$ cat src/rtl/fifo_pop_pkg.sv
// -----------------------------------------------------------------------------
// fifo_pop_pkg
//
// Shared definitions for the FIFO read-side controller (fifo_pop_ctrl) and
// its skid buffer (pop_skid_buf).
//
// Contents:
//   ST_IDLE / ST_RUN / ST_FLUSH : state encodings of the enable/flush FSM
//   state_t                     : enumerated FSM state type using those codes
//   SKID_DEPTH_DEF              : default number of skid buffer entries
//   occ_width()                 : width needed to hold an occupancy 0..depth
// -----------------------------------------------------------------------------
package fifo_pop_pkg;

    localparam logic [1:0] ST_IDLE  = 2'd0;
    localparam logic [1:0] ST_RUN   = 2'd1;
    localparam logic [1:0] ST_FLUSH = 2'd2;

    typedef enum logic [1:0] {
        IDLE  = ST_IDLE,
        RUN   = ST_RUN,
        FLUSH = ST_FLUSH
    } state_t;

    // Two entries are enough to cover the FIFO's one-cycle read latency while
    // still sustaining one word per cycle.
    localparam int SKID_DEPTH_DEF = 2;

    // Occupancy counts from 0 up to and including depth, hence depth + 1 codes.
    function automatic int occ_width(input int depth);
        return $clog2(depth + 1);
    endfunction

endpackage

$ cat src/rtl/fifo_pop_ctrl_if.sv
// -----------------------------------------------------------------------------
// fifo_pop_ctrl_if
//
// Downstream valid/ready word stream leaving the FIFO read-side controller.
//
// Signals:
//   out_valid  producer -> consumer  out_data holds a word
//   out_ready  consumer -> producer  consumer accepts when high with out_valid
//   out_data   producer -> consumer  BW-bit word
//
// Modports:
//   master : the controller driving the stream
//   slave  : the consumer of the stream
// -----------------------------------------------------------------------------
interface fifo_pop_ctrl_if #(
    parameter int BW = 4
);

    logic          out_valid;
    logic          out_ready;
    logic [BW-1:0] out_data;

    modport master (
        output out_valid,
        output out_data,
        input  out_ready
    );

    modport slave (
        input  out_valid,
        input  out_data,
        output out_ready
    );

endinterface

$ cat src/rtl/pop_skid_buf.sv
// -----------------------------------------------------------------------------
// pop_skid_buf
//
// Small circular buffer that absorbs words arriving from the FIFO read port.
// Words are written at the tail on push and presented at the head; pop
// advances the head. Push and pop in the same cycle keep the occupancy
// unchanged and preserve ordering.
//
// Ports:
//   clk        in   clock, rising edge
//   reset_L    in   asynchronous active-low reset (pointers and occupancy)
//   push       in   write push_data at the tail this edge
//   push_data  in   BW-bit word to store
//   pop        in   release the head word this edge
//   head       out  word at the head; 0 while empty
//   occ        out  number of stored words, 0..SKID_DEPTH
// -----------------------------------------------------------------------------
module pop_skid_buf
    import fifo_pop_pkg::*;
#(
    parameter  int BW         = 4,
    parameter  int SKID_DEPTH = SKID_DEPTH_DEF,
    localparam int OCC_W      = occ_width(SKID_DEPTH),
    localparam int PTR_W      = (SKID_DEPTH > 1) ? $clog2(SKID_DEPTH) : 1
) (
    input  logic             clk,
    input  logic             reset_L,
    input  logic             push,
    input  logic [BW-1:0]    push_data,
    input  logic             pop,
    output logic [BW-1:0]    head,
    output logic [OCC_W-1:0] occ
);

    logic [BW-1:0]    mem [SKID_DEPTH];
    logic [PTR_W-1:0] wptr;
    logic [PTR_W-1:0] rptr;
    logic [OCC_W-1:0] count;
    logic             full;
    logic             do_push;
    logic             do_pop;

    // Pointers wrap explicitly so non-power-of-two depths also work.
    function automatic logic [PTR_W-1:0] ptr_inc(input logic [PTR_W-1:0] p);
        if (p == PTR_W'(SKID_DEPTH - 1)) begin
            return '0;
        end
        return p + PTR_W'(1);
    endfunction

    assign full    = (count == OCC_W'(SKID_DEPTH));
    assign do_pop  = pop && (count != '0);
    // A push into a full buffer is only legal when the head leaves the same cycle.
    assign do_push = push && (!full || do_pop);

    always_ff @(posedge clk or negedge reset_L) begin
        if (!reset_L) begin
            wptr  <= '0;
            rptr  <= '0;
            count <= '0;
        end else begin
            if (do_push) begin
                wptr <= ptr_inc(wptr);
            end
            if (do_pop) begin
                rptr <= ptr_inc(rptr);
            end
            case ({do_push, do_pop})
                2'b10:   count <= count + OCC_W'(1);
                2'b01:   count <= count - OCC_W'(1);
                default: count <= count;
            endcase
        end
    end

    // Storage carries no reset; empty entries are masked at the head instead.
    always_ff @(posedge clk) begin
        if (do_push) begin
            mem[wptr] <= push_data;
        end
    end

    assign head = (count != '0) ? mem[rptr] : '0;
    assign occ  = count;

endmodule

$ cat src/rtl/fifo_pop_ctrl.sv
// -----------------------------------------------------------------------------
// fifo_pop_ctrl
//
// Read-side controller for the dual-port-memory FIFO. Issues read strobes to
// the FIFO, catches the words one cycle later in a skid buffer, and hands
// them to a downstream consumer over a valid/ready stream at up to one word
// per cycle. An IDLE/RUN/FLUSH state machine lets the scheduler start and
// stop draining without losing or duplicating words. SKID_DEPTH must be >= 2.
//
// Ports:
//   clk                in   clock, rising edge
//   reset_L            in   asynchronous active-low reset
//   enable             in   1 = drain FIFO; falling edge starts a flush
//   fifo_empty         in   FIFO empty flag
//   fifo_almost_empty  in   FIFO almost-empty flag (status only)
//   fifo_data_out      in   FIFO read data, valid the cycle after fifo_rd
//   fifo_rd            out  read strobe to the FIFO (combinational)
//   stream             if   master side of the downstream valid/ready stream
//   busy               out  state != IDLE
//   low_water          out  registered almost-empty, gated by RUN
//   word_count         out  words accepted downstream, wraps mod 2^CNT_W
// -----------------------------------------------------------------------------
module fifo_pop_ctrl
    import fifo_pop_pkg::*;
#(
    parameter  int BW         = 4,
    parameter  int SKID_DEPTH = SKID_DEPTH_DEF,
    parameter  int CNT_W      = 8,
    localparam int OCC_W      = occ_width(SKID_DEPTH)
) (
    input  logic                  clk,
    input  logic                  reset_L,
    input  logic                  enable,
    input  logic                  fifo_empty,
    input  logic                  fifo_almost_empty,
    input  logic [BW-1:0]         fifo_data_out,
    output logic                  fifo_rd,
    fifo_pop_ctrl_if.master       stream,
    output logic                  busy,
    output logic                  low_water,
    output logic [CNT_W-1:0]      word_count
);

    state_t           state;
    logic             pend;
    logic             pop;
    logic [OCC_W-1:0] occ;
    logic [BW-1:0]    head;
    int               fill_next;
    logic             drained;

    pop_skid_buf #(
        .BW         (BW),
        .SKID_DEPTH (SKID_DEPTH)
    ) u_skid (
        .clk       (clk),
        .reset_L   (reset_L),
        .push      (pend),
        .push_data (fifo_data_out),
        .pop       (pop),
        .head      (head),
        .occ       (occ)
    );

    assign stream.out_valid = (occ != '0);
    assign stream.out_data  = head;
    assign pop              = stream.out_valid && stream.out_ready;

    // Occupancy after this edge: buffered words plus the word landing now,
    // minus the word leaving now. A new read is allowed only if its word
    // will have a free slot when it arrives next cycle.
    always_comb begin
        fill_next = int'(occ) + int'(pend) - int'(pop);
    end

    // state is async-reset to IDLE, so fifo_rd is low throughout reset.
    assign fifo_rd = (state == RUN) && !fifo_empty && (fill_next < SKID_DEPTH);

    // Nothing buffered or in flight once this edge retires; leaving FLUSH on
    // this condition drops busy the cycle after the last pop.
    assign drained = (fill_next == 0);

    // Enable/flush state machine with registered status outputs.
    always_ff @(posedge clk or negedge reset_L) begin
        if (!reset_L) begin
            state     <= IDLE;
            busy      <= 1'b0;
            low_water <= 1'b0;
        end else begin
            low_water <= fifo_almost_empty && (state == RUN);
            case (state)
                IDLE: begin
                    if (enable) begin
                        state <= RUN;
                        busy  <= 1'b1;
                    end
                end
                RUN: begin
                    if (!enable) begin
                        state <= FLUSH;
                    end
                end
                FLUSH: begin
                    if (enable) begin
                        state <= RUN;
                    end else if (drained) begin
                        state <= IDLE;
                        busy  <= 1'b0;
                    end
                end
                default: begin
                    state <= IDLE;
                    busy  <= 1'b0;
                end
            endcase
        end
    end

    // Read-latency tracker: a strobe this cycle means a word lands next cycle.
    always_ff @(posedge clk or negedge reset_L) begin
        if (!reset_L) begin
            pend <= 1'b0;
        end else begin
            pend <= fifo_rd;
        end
    end

    // Delivered-word counter, wraps naturally at 2^CNT_W.
    always_ff @(posedge clk or negedge reset_L) begin
        if (!reset_L) begin
            word_count <= '0;
        end else if (pop) begin
            word_count <= word_count + CNT_W'(1);
        end
    end

endmodule

$ cat src/flat_wrapper.sv
// flat-port wrapper written by rule: the top's interface ports become plain ports
module fifo_pop_ctrl_flat import fifo_pop_pkg::*;
#(
    parameter  int BW         = 4,
    parameter  int SKID_DEPTH = SKID_DEPTH_DEF,
    parameter  int CNT_W      = 8,
    localparam int OCC_W      = occ_width(SKID_DEPTH)
)
  (clk, reset_L, enable, fifo_empty, fifo_almost_empty, fifo_data_out, fifo_rd, busy, low_water, word_count, stream_out_valid, stream_out_data, stream_out_ready);
  fifo_pop_ctrl_if #(.BW(BW)) stream_i ();
  input  logic clk;
  input  logic reset_L;
  input  logic enable;
  input  logic fifo_empty;
  input  logic fifo_almost_empty;
  input  logic [BW-1:0] fifo_data_out;
  output logic fifo_rd;
  output logic busy;
  output logic low_water;
  output logic [CNT_W-1:0] word_count;
  output wire logic [$bits(stream_i.out_valid)-1:0] stream_out_valid;
  output wire logic [$bits(stream_i.out_data)-1:0] stream_out_data;
  input wire logic [$bits(stream_i.out_ready)-1:0] stream_out_ready;
  assign stream_out_valid = stream_i.out_valid;
  assign stream_out_data = stream_i.out_data;
  assign stream_i.out_ready = stream_out_ready;
  fifo_pop_ctrl #(.BW(BW), .SKID_DEPTH(SKID_DEPTH), .CNT_W(CNT_W)) u_core (.clk(clk), .reset_L(reset_L), .enable(enable), .fifo_empty(fifo_empty), .fifo_almost_empty(fifo_almost_empty), .fifo_data_out(fifo_data_out), .fifo_rd(fifo_rd), .stream(stream_i), .busy(busy), .low_water(low_water), .word_count(word_count));
endmodule
$ cat config.mk
export PLATFORM = sky130hd
export DESIGN_NAME = fifo_pop_ctrl_flat
export DESIGN_NICKNAME = d
export VERILOG_FILES = /design/src/rtl/fifo_pop_pkg.sv /design/src/rtl/fifo_pop_ctrl_if.sv /design/src/rtl/pop_skid_buf.sv /design/src/rtl/fifo_pop_ctrl.sv /design/src/flat_wrapper.sv
export SDC_FILE = /design/constraint.sdc
export NUM_CORES = 1
export LEC_CHECK = 0
export ABC_AREA = 0
export CAP_MARGIN = 25
export CORE_MARGIN = 2
export CORE_UTILIZATION = 49
export CTS_CLUSTER_SIZE = 30
export DETAILED_ROUTE_END_ITERATION = 6
export PLACE_DENSITY_LB_ADDON = 0.25
export SYNTH_ARGS = -nofsm -noshare
export SYNTH_HDL_FRONTEND = slang
export SYNTH_SLANG_ARGS = --single-unit
export TNS_END_PERCENT = 100
$ cat constraint.sdc
create_clock -name clk -period 3 [get_ports clk]
set_input_delay 0.75 -clock clk [delete_from_list [all_inputs] [get_ports clk]]
set_output_delay 0.75 -clock clk [all_outputs]
set_load 0.05 [all_outputs]
# After elaboration in Yosys (flattened, before gate mapping)
# Memory sizes are Yosys's and may differ from the RTL's.
# Index checks and enable logic that the tools add are counted.
dict set report totals {
  register_bits 17
  latchBits 0
  mem_bits_rw 8
  mem_bits_ro 0
  input_bits 10
  out_inout_bits 16
  memories 1
}
# memory depth word_bits rd rd_clocked_by_memory_dff wr line_no
set memory_table {}
lappend memory_table {u_core.u_skid.mem 2 4 1 0 1 pop_skid_buf.sv:35} ;# logic [BW-1:0] mem [SKID_DEPTH];
dict set report op_classes {
  n_addsub 7
  n_mul 0
  div 0
  n_lt_le_gt_ge 1
  eq_ne 10
  n_shift 0
  n_mux 21
  bitwise_logic 1
  reduce_logical 15
}
# operator n
set op_table {}
lappend op_table {{zero test 32 bit} 1}
lappend op_table {{< comparator 32 x 3 -> 1 bit, second input constant} 1}
lappend op_table {{subtractor 32 x 2 -> 32 bit} 1}
lappend op_table {{two-way mux 1 bit} 13}
lappend op_table {{adder 8 x 1 -> 8 bit, second input constant} 1}
lappend op_table {{two-way mux 2 bit} 4}
lappend op_table {{equality test 2 bit, second input constant} 3}
lappend op_table {{logical AND 1 bit} 6}
lappend op_table {{inequality test 2 bit, second input constant} 3}
lappend op_table {{one-hot mux 2 bit (3 select lines)} 1}
lappend op_table {{equality test 2 x 1 -> 1 bit, second input constant} 2}
lappend op_table {{two-way mux 4 bit} 1}
lappend op_table {{one-hot mux 2 bit (2 select lines)} 1}
lappend op_table {{AND reduction 4 bit} 1}
lappend op_table {{nonzero test 2 bit} 2}
lappend op_table {{adder 2 x 1 -> 3 bit} 1}
lappend op_table {{inequality test 3 x 2 -> 1 bit, second input constant} 1}
lappend op_table {{one-hot mux 1 bit (3 select lines)} 1}
lappend op_table {{AND reduction 3 bit} 1}
lappend op_table {{adder 1 bit, second input constant} 2}
lappend op_table {{adder 2 x 1 -> 2 bit, second input constant} 1}
lappend op_table {{zero test 1 bit} 2}
lappend op_table {{zero test 2 bit} 1}
lappend op_table {{inequality test 2 x 1 -> 1 bit, second input constant} 1}
lappend op_table {{3 further kinds} 3}

# Depth between registers and ports, before layout
# Gate-level depths: netlist of the first run.
dict set report depth {
  depth_word 7
  depth_mapped 9
  ltp_nobuf 9
}

# Cells and area by module
# A second synthesis of the first run with hierarchy kept.
dict set report hier_totals {
  cells_unflattened 89
  area_unflattened_um2 1133.6
}
# module n_inst cells_each area_per_inst_um2 seq_area_each_um2
set modules_own_cells {}
lappend modules_own_cells {fifo_pop_ctrl 1 54 624.3 325.3}
lappend modules_own_cells {pop_skid_buf 1 35 509.2 340.3}

# Worst setup path after synthesis of the first run
# OpenSTA, ideal clock, no wires.
dict set report synth_path {
  path_kind {input to output}
  from {in stream_out_ready}
  to {out fifo_rd}
  arrival_ns 2.704
  slack_ns -0.454
  cell_stages 8
  path_buffers 0
  path_cell_list {o21ai_4 > inv_2 > ha_1 > ha_1 > ha_1 > inv_1 > a21oi_1 > nor3_1}
}
dict set report synth_via {
  elab_chain_len 4
}
# item line_no
set synth_lines {}
lappend synth_lines {{from (decl)} flat_wrapper.sv:23} ;# input wire logic [$bits(stream_i.out_ready)-1:0] stream_out_ready;
lappend synth_lines {{logical AND 1 bit} fifo_pop_ctrl.sv:67} ;# assign pop = stream.out_valid && stream.out_ready;
lappend synth_lines {{via u_core.pop} fifo_pop_ctrl.sv:46} ;# logic pop;
lappend synth_lines {{subtractor 32 x 2 -> 32 bit} fifo_pop_ctrl.sv:73} ;# fill_next = int'(occ) + int'(pend) - int'(pop);
lappend synth_lines {{< comparator 32 x 3 -> 1 bit} fifo_pop_ctrl.sv:77} ;# assign fifo_rd = (state == RUN) && !fifo_empty && (fill_next < SKID_DEPTH);
lappend synth_lines {{logical AND 1 bit} fifo_pop_ctrl.sv:77}
lappend synth_lines {{to (decl)} flat_wrapper.sv:17} ;# output logic fifo_rd;
# The timed path passes the listed nets, and every way through them passes these cells.

# Worst setup path after layout of the first run
# Same ends and word-level chain as after synthesis.

==> results of run 1 <==
-- repair_timing --
item | in CTS | in global routing
setup buffers | 2 | 2
endpoints found under the setup margin | 1 | 1
pin swaps | 1 | 1
gates resized for setup | 6 | 1
-- layout make-up --
| cell class | count | share of cell area |
|---|---|---|
| Timing Repair Buffer | 32 | 0.196 |
| Sequential cell | 25 | 0.421 |
| Tap cell | 28 | 0.0220 |
| Clock buffer | 4 | 0.0165 |
| Multi-Input combinational cell | 64 | 0.319 |
| Inverter | 11 | 0.0260 |
-- metrics by stage --
step           hold slack, ns  worst slack (ns)  cell area (µm²)  power [mW]
6_report                0.493            0.0881             1590        1.20
3_5_place_dp            0.491            -0.233             1520        1.04
2_1_floorplan           0.453             0.174             1220       0.865
4_1_cts                 0.508         0.0000573             1570        1.20
3_3_place_gp            0.459            -0.163             1520        1.02
5_1_grt                 0.523            0.0308             1590        1.27
-- metal layers --
layer	share of wire	wire length, µm	vias up	track usage
met5	0	0	-	0
met4	0.012	25	0	0.0769
met3	0.024	51	2	0.0167
met2	0.52	1120	13	0.295
met1	0.44	937	399	0.232
li1	-	-	417	-
-- registers in the layout, indices dropped and copies added, names as in the netlist --
name / cells
u_core.state: 2
u_core.pend: 1
u_core.busy: 1
u_core.low_water: 1
u_core.u_skid.occ: 2
u_core.word_count: 8
u_core.u_skid.mem: 8
u_core.u_skid.wptr: 1
u_core.u_skid.rptr: 1
-- cells by family after synthesis --
logic type               after synthesis  share of synthesized area
AO/OA/AOI/OAI                         11                     0.0808
buffers and inverters                 13                     0.0466
flip-flops                            25                      0.551
multiplexers                           5                     0.0414
XOR/XNOR                               9                     0.0652
adder cells (fa/ha/maj)                8                     0.0890
AND/OR/NAND/NOR                       31                      0.126
-- cell usage in the layout, fill, tap and decap left out, drive strengths merged, types with 2 or more instances in the layout --
cell type and count:
clkdlybuf4s50 23, nor3 3, buf 8, o21ai 3
ha 7, xnor2 6, inv 11, nor2 10
nand2b 2, xor2 3, nand4 3, dfrtp 17
edfxtp 8, clkbuf 4, nand2 7, a21oi 3
mux2i 5
-- power by group through the flow --
| stage | clock network, mW | registers, mW | logic [mW] |
|---|---|---|---|
| after global routing | 0.164 | 0.505 | 0.599 |
| after detailed placement | 0 | 0.512 | 0.526 |
| final | 0.146 | 0.493 | 0.560 |
| after floorplan | 0 | 0.585 | 0.280 |
| after CTS | 0.150 | 0.497 | 0.551 |
| after global placement | 0 | 0.509 | 0.514 |
-- worst max-delay path, cell delays in order --
cell,delay (ns)
dlygate4sd2_1,0.27
o21ai_4,0.07
inv_2,0.05
ha_2,0.19
ha_1,0.20
ha_2,0.17
inv_1,0.06
a21oi_2,0.06
nor3_4,0.16
buf_12,0.16
-- how the worst max path moves through the flow --
stage                         startpoint  endpoint  slack [ns]  cells after the start
CTS                     stream_out_ready   fifo_rd     0.00006                     10
finish                  stream_out_ready   fifo_rd        0.09                     10
floorplan               stream_out_ready   fifo_rd        0.17                      8
global route        u_core.u_skid.occ[0]   fifo_rd        0.03                     10
global placement        stream_out_ready   fifo_rd       -0.16                     10
detailed placement      stream_out_ready   fifo_rd       -0.23                     10
==> impl_metrics.json, run 1 <==
{
  "cts.clk_slew.worst_paths_ns": 0.13,
  "hold_depth": 1,
  "worstSetupPathType": "input port to output port",
  "reg2reg_slack_ns": 0.81,
  "placementRows": 17,
  "cts.sinks": 25,
  "io_pins": 26,
  "finalSetupTns_ns": 0,
  "place_inst": 156,
  "htree_num_levels": 1,
  "wl_per_cell_um": 13.0,
  "synth_cell_types": 30,
  "portBuffers": 25,
  "routed_wl_um": 2140,
  "synth_top_area_share": 0.352,
  "power_leakage_nw": 0.679,
  "worst_slew_pin_slew_ns": 0.781,
  "endpoint_kind": "output port",
  "sw_frac_of_total": 0.420,
  "grtUsageTotal": 0.176,
  "cts_buffers": 3,
  "synthArstFlopShare": 0.680,
  "p_comb_frac": 0.467,
  "die_w_um": 53.7,
  "irDropWorstVdd_uv": 401,
  "root_buffer": "clkbuf_4",
  "setup_violations": 0,
  "synth_edf_count": 8,
  "power_density_nw_per_um2": 754,
  "critPathArrivalTime_ns": 2.16,
  "first_pass_iters": 3,
  "r2r-start": "u_core.u_skid.occ[0]",
  "grt_pass1_vias": 844,
  "seq_power_share": 0.411,
  "syn_to_final_growth_pct": 31.6,
  "yosys-top-cells-area": "dfrtp_1, edfxtp_1, ha_1, xnor2_1, mux2i_1",
  "antennaDiodeCount": 0,
  "antenna_found_initial": 0,
  "timing.max_cap.violations": 0,
  "fmax_mhz": 343,
  "drc": 0,
  "min_from": "u_core.word_count[7]",
  "routed-via-count": 831,
  "reg2reg_to": "u_core.busy",
  "fin_crit_ns": 2.91,
  "p_clk_frac": 0.122,
  "synthTopCellsByCount": "dfrtp_1, nor2_1, inv_1",
  "synth_seq_area_share": 0.551,
  "dominantRegCellSynth": "dfrtp_1",
  "avgSynthCellArea_um2": 11.8,
  "postLayoutCoreUtil": 0.699,
  "synthesis.nets": 120,
  "critPathRequiredTime_ns": 2.25,
  "crit_path_max_fanout": 3,
  "tritoncts": "built",
  "yosys_warnings": 0,
  "grt_max_degree": 18,
  "die_h_um": 53.7,
  "dieArea_um2": 2880,
  "fin_crit_sh": 0.971,
  "multiInputGateArea_um2": 507,
  "hold_class": "flop to flop",
  "p_int_uw": 696,
  "drt_first_iter_violations": 6,
  "drive_above_1_share": 0.169,
  "seqCellArea_um2": 669,
  "routabilityCongestion": 0.710,
  "syn_inst": 102,
  "drt.antenna.violating_nets": 0,
  "coreArea_um2": 2280,
  "hold_end": "u_core.word_count[7]",
  "setup.worst_path.start_class": "input port",
  "yosysTopAreaCell": "dfrtp_1",
  "status": "finished, final reports clean",
  "start_util": 0.531,
  "ys_seq_elements": 25,
  "slew_viol_final": 0,
  "place_hpwl_um": 1670,
  "grt_pass1_wl_um": 3650,
  "switchingPower_uw": 504,
  "rsz0062_at_grt": "false",
  "cts_hold_buffers": 0,
  "yosys.cell_count.top_type": "dfrtp_1",
  "clk-insertion-delay-late_ns": 0.31,
  "layout.cells.non_filler": 164,
  "finClkSkew_ns": 0.00391,
  "hold_viol_final": 0,
  "cts_max_path_buffers": 2,
  "nFillCells": 163,
  "ff2ff_path_depth": 8,
  "vias_per_cell": 5.07,
  "syn-cell-area_um2": 1210,
  "layout.nets": 155,
  "slew_headroom": 0.478,
  "grt-ovfl-total": 0
}
No activity file was read; power rests on OpenSTA's default activity.
==> run 2, diff against run 1 <==
--- a/config.mk
+++ b/config.mk
@@ -12,6 +12,7 @@
 export CTS_CLUSTER_SIZE = 30
 export DETAILED_ROUTE_END_ITERATION = 6
 export PLACE_DENSITY_LB_ADDON = 0.25
+export SLEW_MARGIN = 20
 export SYNTH_ARGS = -nofsm -noshare
 export SYNTH_HDL_FRONTEND = slang
 export SYNTH_SLANG_ARGS = --single-unit
==> results of run 2 <==
Same layout as run 1: the final DEF is identical, and so are final timing and power.
==> RTL edit 1, RTL diff (flow settings as in run 2) <==
Set the package constant `SKID_DEPTH_DEF` to 1 (it was 2).
--- a/src/rtl/fifo_pop_pkg.sv
+++ b/src/rtl/fifo_pop_pkg.sv
@@ -26,3 +26,3 @@
     // still sustaining one word per cycle.
-    localparam int SKID_DEPTH_DEF = 2;
+    localparam int SKID_DEPTH_DEF = 1;
 
Formal check against the unedited RTL: not equivalent (a bounded check fails within 4 cycles, from zero or initial values and one cycle with reset_L low).
==> RTL edit 1 against run 2 <==
- sequential cell count shrank 7
- setup slack gained 0.080 ns
- hold slack gained 0.010 ns
- utilization grew 3.7 points
- critical endpoint unchanged
- critical path type unchanged
- non-clock buffer count shrank 7
- design area shrank 30%
- power shrank 28%
- global-route usage shrank 1.1 points
- area after synthesis shrank 34%
- routed wire length shrank 31%
==> RTL edit 1: results (changes against run 2) <==
\begin{tabular}{lr}
\hline
Metric & Value \\
\hline
\multicolumn{2}{l}{\textbf{Drt}} \\
DRC marker count from the first detailed-route iteration & 5 (was 6) \\
Total number of vias & 569 (was 831) \\
Routed wire length per instance & 13.8 µm (was 13.0 µm) \\
\multicolumn{2}{l}{\textbf{Placement}} \\
Final weighted congestion of routability-driven global placement & 0.772 (was 0.710) \\
Dpl hpwl & 1090 µm (was 1670 µm) \\
Total instance count after detailed placement & 102 (was 156) \\
\multicolumn{2}{l}{\textbf{Synthesis}} \\
Synthesized area per cell & 12.9 µm² (was 11.8 µm²) \\
Total nets after synthesis & 75 (was 120) \\
Number of distinct library cells after synthesis & 27 (was 30) \\
Count of flip-flops with a built-in enable after synthesis & 4 (was 8) \\
Ranking of synthesized cells by instance count & 14 x sky130\_fd\_sc\_hd\_\_dfrtp\_1, 6 x sky130\_fd\_sc\_hd\_\_and2\_1, 5 x sky130\_fd\_sc\_hd\_\_xnor2\_1 (was 17 x sky130\_fd\_sc\_hd\_\_dfrtp\_1, 10 x sky130\_fd\_sc\_hd\_\_nor2\_1, 9 x sky130\_fd\_sc\_hd\_\_inv\_1) \\
\multicolumn{2}{l}{\textbf{Worst setup path}} \\
Crit path largest cell delay & 0.50 ns (was 0.27 ns) \\
Maximum net fanout on the critical path & 4 (was 3) \\
Family of cells with the greatest summed delay on the critical path & buffers and inverters (was adder cells) \\
\multicolumn{2}{l}{\textbf{Power and ir drop}} \\
Switching share of power & 40.9\% (was 42.0\%) \\
Worst vdd rail ir drop & 0.000599 V (was 0.000401 V) \\
Static Leak & 0.487 nW (was 0.679 nW) \\
\multicolumn{2}{l}{\textbf{Status}} \\
Outcome & finished clean (unchanged) \\
\multicolumn{2}{l}{\textbf{STA}} \\
Worst setup skew after layout & 0.00521 ns (was 0.00391 ns) \\
\multicolumn{2}{l}{\textbf{Finish}} \\
Layout cells sized above 1 & 10.0\% (was 16.9\%) \\
Registers with the most flip-flops & u\_core.word\_count x8, u\_core.u\_skid.mem x4, u\_core.state x2 (was u\_core.u\_skid.mem x8, u\_core.word\_count x8) \\
Number of nets in the layout & 104 (was 155) \\
Post-route non-filler standard cell count & 106 (was 164) \\
\multicolumn{2}{l}{\textbf{GRT}} \\
Global-route wire length before repair & 2330 µm (was 3650 µm) \\
GRT Resource Usage Total & 16.6\% (was 17.6\%) \\
Pin count of the biggest net entering global routing & 15 (was 18) \\
Vias in the first global route & 529 (was 844) \\
\multicolumn{2}{l}{\textbf{Clocking}} \\
Gates resized, CTS repair & 0 (was 6) \\
Number of buffers added for setup after CTS & 0 (was 2) \\
Insertion delay of the later-clocked pin in the worst-skew pair & 0.29 ns (was 0.31 ns) \\
\hline
\end{tabular}
[RTL edit 1: cell types whose count changed after synthesis, moves of 3 or more]
cell	delta
sky130_fd_sc_hd__mux2i_1	-5
sky130_fd_sc_hd__nor2_1	-9
sky130_fd_sc_hd__dfrtp_1	-3
sky130_fd_sc_hd__inv_1	-6
sky130_fd_sc_hd__nand2_1	-5
sky130_fd_sc_hd__ha_1	-4
sky130_fd_sc_hd__edfxtp_1	-4
sky130_fd_sc_hd__and2_1	+5
[RTL edit 1: cell families (layout without fill, tap and decap cells)]
kind of cell             count (synthesis)  after routing  share of synthesized area (%)
XOR/XNOR                                 7              7                           8.59
AO/OA/AOI/OAI                            6              6                           5.31
multiplexers                             1              1                           1.41
flip-flops                              18             18                           58.8
AND/OR/NAND/NOR                         23             23                           18.4
buffers and inverters                    4             32                           2.81
adder cells (fa/ha/maj)                  3              3                           4.69
[RTL edit 1: worst reg2reg max path, cell delays in order (launching register included)]
cell and delay, ns:
sky130_fd_sc_hd__dfrtp_1 0.48, sky130_fd_sc_hd__ha_1 0.34, sky130_fd_sc_hd__a21boi_0 0.34, sky130_fd_sc_hd__nor4_1 0.11, sky130_fd_sc_hd__o32ai_1 0.24
[RTL edit 1: cell type report]
type	instances	area, µm²	share of cell area (%)
sequential	18	470	42.0
clock buffer	4	36.3	3.24
timing repair buffer	25	260	23.2
multi-input combinational	40	323	28.8
inverter	3	11.3	1.00
tap	16	20.0	1.79
[RTL edit 1: path summary, 6_finish.rpt]
kind	from	endpoint	slack, ns	cells after the start
worst max-delay path	stream_out_ready	fifo_rd	0.17	5
worst min-delay path	u_core.word_count[6]	u_core.word_count[6]	0.50	1
worst max register to register	u_core.u_skid.occ	u_core.busy	1.39	4
worst min register to register	u_core.word_count[6]	u_core.word_count[6]	0.50	1
max in group asynchronous	reset_L	u_core.word_count[6]	1.75	1
min in group asynchronous	reset_L	u_core.low_water	0.84	1
[RTL edit 1: layer usage]
layer	wire length [µm]	vias up	GRT usage, %
li1	-	273	-
met1	660	276	21.1
met2	699	17	27.1
met3	86	3	3.67
met4	19	0	7.27
met5	0	-	0
[RTL edit 1: through the flow]
stage	cell area (µm²)	total power [mW]	setup WS (ns)
floorplan	816	0.585	0.261
global placement	1080	0.708	0.263
detailed placement	1080	0.716	0.173
CTS	1120	0.867	0.162
global route	1120	0.899	0.0766
finish	1120	0.861	0.168
[RTL edit 1: power groups by stage]
stage | clock network, mW | logic, mW | registers, mW
6_report | 0.151 | 0.368 | 0.342
5_1_grt | 0.161 | 0.389 | 0.348
4_1_cts | 0.153 | 0.371 | 0.343
3_5_place_dp | 0 | 0.368 | 0.348
3_3_place_gp | 0 | 0.363 | 0.345
2_1_floorplan | 0 | 0.123 | 0.463
==> RTL edit 2, RTL diff (flow settings as in run 2) <==
Made on the original files. Register the output `word_count` once more, with the module's reset; this adds one clock of latency there. The other outputs are not delayed to match.
--- a/src/rtl/fifo_pop_ctrl.sv
+++ b/src/rtl/fifo_pop_ctrl.sv
@@ -42,2 +42,4 @@
 );
+
+    logic [CNT_W-1:0] word_count_s0;
 
@@ -130,5 +132,13 @@
         if (!reset_L) begin
+            word_count_s0 <= '0;
+        end else if (pop) begin
+            word_count_s0 <= word_count_s0 + CNT_W'(1);
+        end
+    end
+
+    always_ff @(posedge clk or negedge reset_L) begin
+        if (!reset_L) begin
             word_count <= '0;
-        end else if (pop) begin
-            word_count <= word_count + CNT_W'(1);
+        end else begin
+            word_count <= word_count_s0;
         end
Formal check against the unedited RTL: not equivalent (Yosys sat finds a counterexample within 10 cycles, from zero or initial values and one cycle with reset_L low).
==> RTL edit 2 against run 2 <==
- first-iteration DRC count up 100%
- critical path depth stayed put
- final cell count rose by 8.5%
- sequential share of layout area is 5.3 points higher
- power grew 22%
- area after synthesis up 15%
- setup slack better by 0.020 ns
- sequential cell count rose by 8
- non-clock buffer count stayed put
- combinational power rose by 2%
- routed wire length up 6.0%
- design area up 15%
- highest routed layer unchanged
==> RTL edit 2: results (changes against run 2) <==
\begin{tabular}{lr}
\hline
Metric & Value \\
\hline
\multicolumn{2}{l}{\textbf{Power and ir drop}} \\
Static Leak & 0.786 nW (was 0.679 nW) \\
Clock network power share & 16.3\% (was 12.2\%) \\
Power per unit of standard cell area & 796 nW/µm² (was 754 nW/µm²) \\
Switching share of power & 39.7\% (was 42.0\%) \\
\multicolumn{2}{l}{\textbf{Drt}} \\
Amount of wire on met3 after detailed routing & 137 µm (was 51 µm) \\
Met2 routed WL & 1110 µm (was 1120 µm) \\
Total number of vias & 902 (was 831) \\
Met1 routed wirelength after detailed routing & 972 µm (was 937 µm) \\
Routed wire length per instance & 12.7 µm (was 13.0 µm) \\
DRC marker count from the first detailed-route iteration & 12 (was 6) \\
\multicolumn{2}{l}{\textbf{Clocking}} \\
Insertion delay of the later-clocked pin in the worst-skew pair & 0.33 ns (was 0.31 ns) \\
Gates resized, CTS repair & 7 (was 6) \\
\multicolumn{2}{l}{\textbf{Worst setup path}} \\
Depth of the most critical reg-to-reg path & 7 (was 8) \\
Data arrival, critical path & 2.14 ns (was 2.16 ns) \\
Register-to-Register Setup Slack & 0.85 ns (was 0.81 ns) \\
\multicolumn{2}{l}{\textbf{GRT}} \\
Global routing met1 resource utilization & 19.6\% (was 23.2\%) \\
Pin count of the biggest net entering global routing & 26 (was 18) \\
Vias in the first global route & 933 (was 844) \\
Fraction of met2 tracks used by global routing & 25.9\% (was 29.5\%) \\
\multicolumn{2}{l}{\textbf{STA}} \\
Max transition margin & 66.6\% (was 47.8\%) \\
Worst setup skew after layout & 0.00624 ns (was 0.00391 ns) \\
\multicolumn{2}{l}{\textbf{Synthesis}} \\
Async set-or-reset flop fraction in the synthesized netlist & 75.8\% (was 68.0\%) \\
Ranking of synthesized cells by instance count & 25 x sky130\_fd\_sc\_hd\_\_dfrtp\_1, 9 x sky130\_fd\_sc\_hd\_\_inv\_1, 9 x sky130\_fd\_sc\_hd\_\_nor2\_1, 9 x sky130\_fd\_sc\_hd\_\_xnor2\_1, 8 x sky130\_fd\_sc\_hd\_\_edfxtp\_1 (was 17 x sky130\_fd\_sc\_hd\_\_dfrtp\_1, 10 x sky130\_fd\_sc\_hd\_\_nor2\_1, 9 x sky130\_fd\_sc\_hd\_\_inv\_1) \\
Post-synthesis sequential area ratio & 62.5\% (was 55.1\%) \\
\multicolumn{2}{l}{\textbf{Finish}} \\
Layout cells sized above 1 & 19.0\% (was 16.9\%) \\
Number of nets in the layout & 164 (was 155) \\
\multicolumn{2}{l}{\textbf{Placement}} \\
Area post-placement & 1720 µm² (was 1520 µm²) \\
\multicolumn{2}{l}{\textbf{Status}} \\
Outcome & finished clean (unchanged) \\
\hline
\end{tabular}
-- RTL edit 2: changes by cell type in the layout (fill, tap and decap cells not counted), sizes merged, moves of 2 or more --
cell	run 2	this run
xor2	3	0
clkinv	0	2
nor3	3	1
xnor2	6	9
dfrtp	17	25
-- RTL edit 2: path summary, 6_finish.rpt --
path / from / endpoint
min reg2reg: u_core.word_count_s0[7] / u_core.word_count[7]
max reg2reg: u_core.u_skid.occ[0] / u_core.busy
min in group asynchronous: reset_L / u_core.word_count_s0[7]
max in group asynchronous: reset_L / u_core.u_skid.occ[0]
min: u_core.word_count_s0[7] / u_core.word_count[7]
max: stream_out_ready / fifo_rd
-- RTL edit 2: cell type report --
type,instances,area (µm²)
repair buffers,32,312
inverters,11,41.3
clock inverters,3,17.5
multi-input cells,63,518
well taps,31,38.8
fillers,201,877
clock buffers,5,37.5
flip-flops and latches,33,868
-- RTL edit 2: cells by family (layout without fill, tap and decap cells) --
group / count (synthesis) / count (layout) / share of synthesized area, %
fa+ha+maj: 8 / 8 / 7.76
compound gates: 12 / 12 / 6.23
buf+inv: 12 / 51 / 3.25
xor+xnor: 9 / 9 / 5.69
simple gates: 28 / 28 / 10.2
flops: 33 / 33 / 62.5
mux: 6 / 6 / 4.42
-- RTL edit 2: through the flow --
step / utilization (%) / instances / hold WS [ns] / worst slack [ns]
2_1_floorplan: - / 108 / 0.373 / 0.180
3_5_place_dp: 63.6 / 167 / 0.388 / -0.217
3_3_place_gp: 63.6 / 167 / 0.386 / -0.157
5_1_grt: 67.6 / 178 / 0.438 / 0.0215
4_1_cts: 67.2 / 178 / 0.412 / 0.0136
6_report: 67.6 / 178 / 0.411 / 0.108
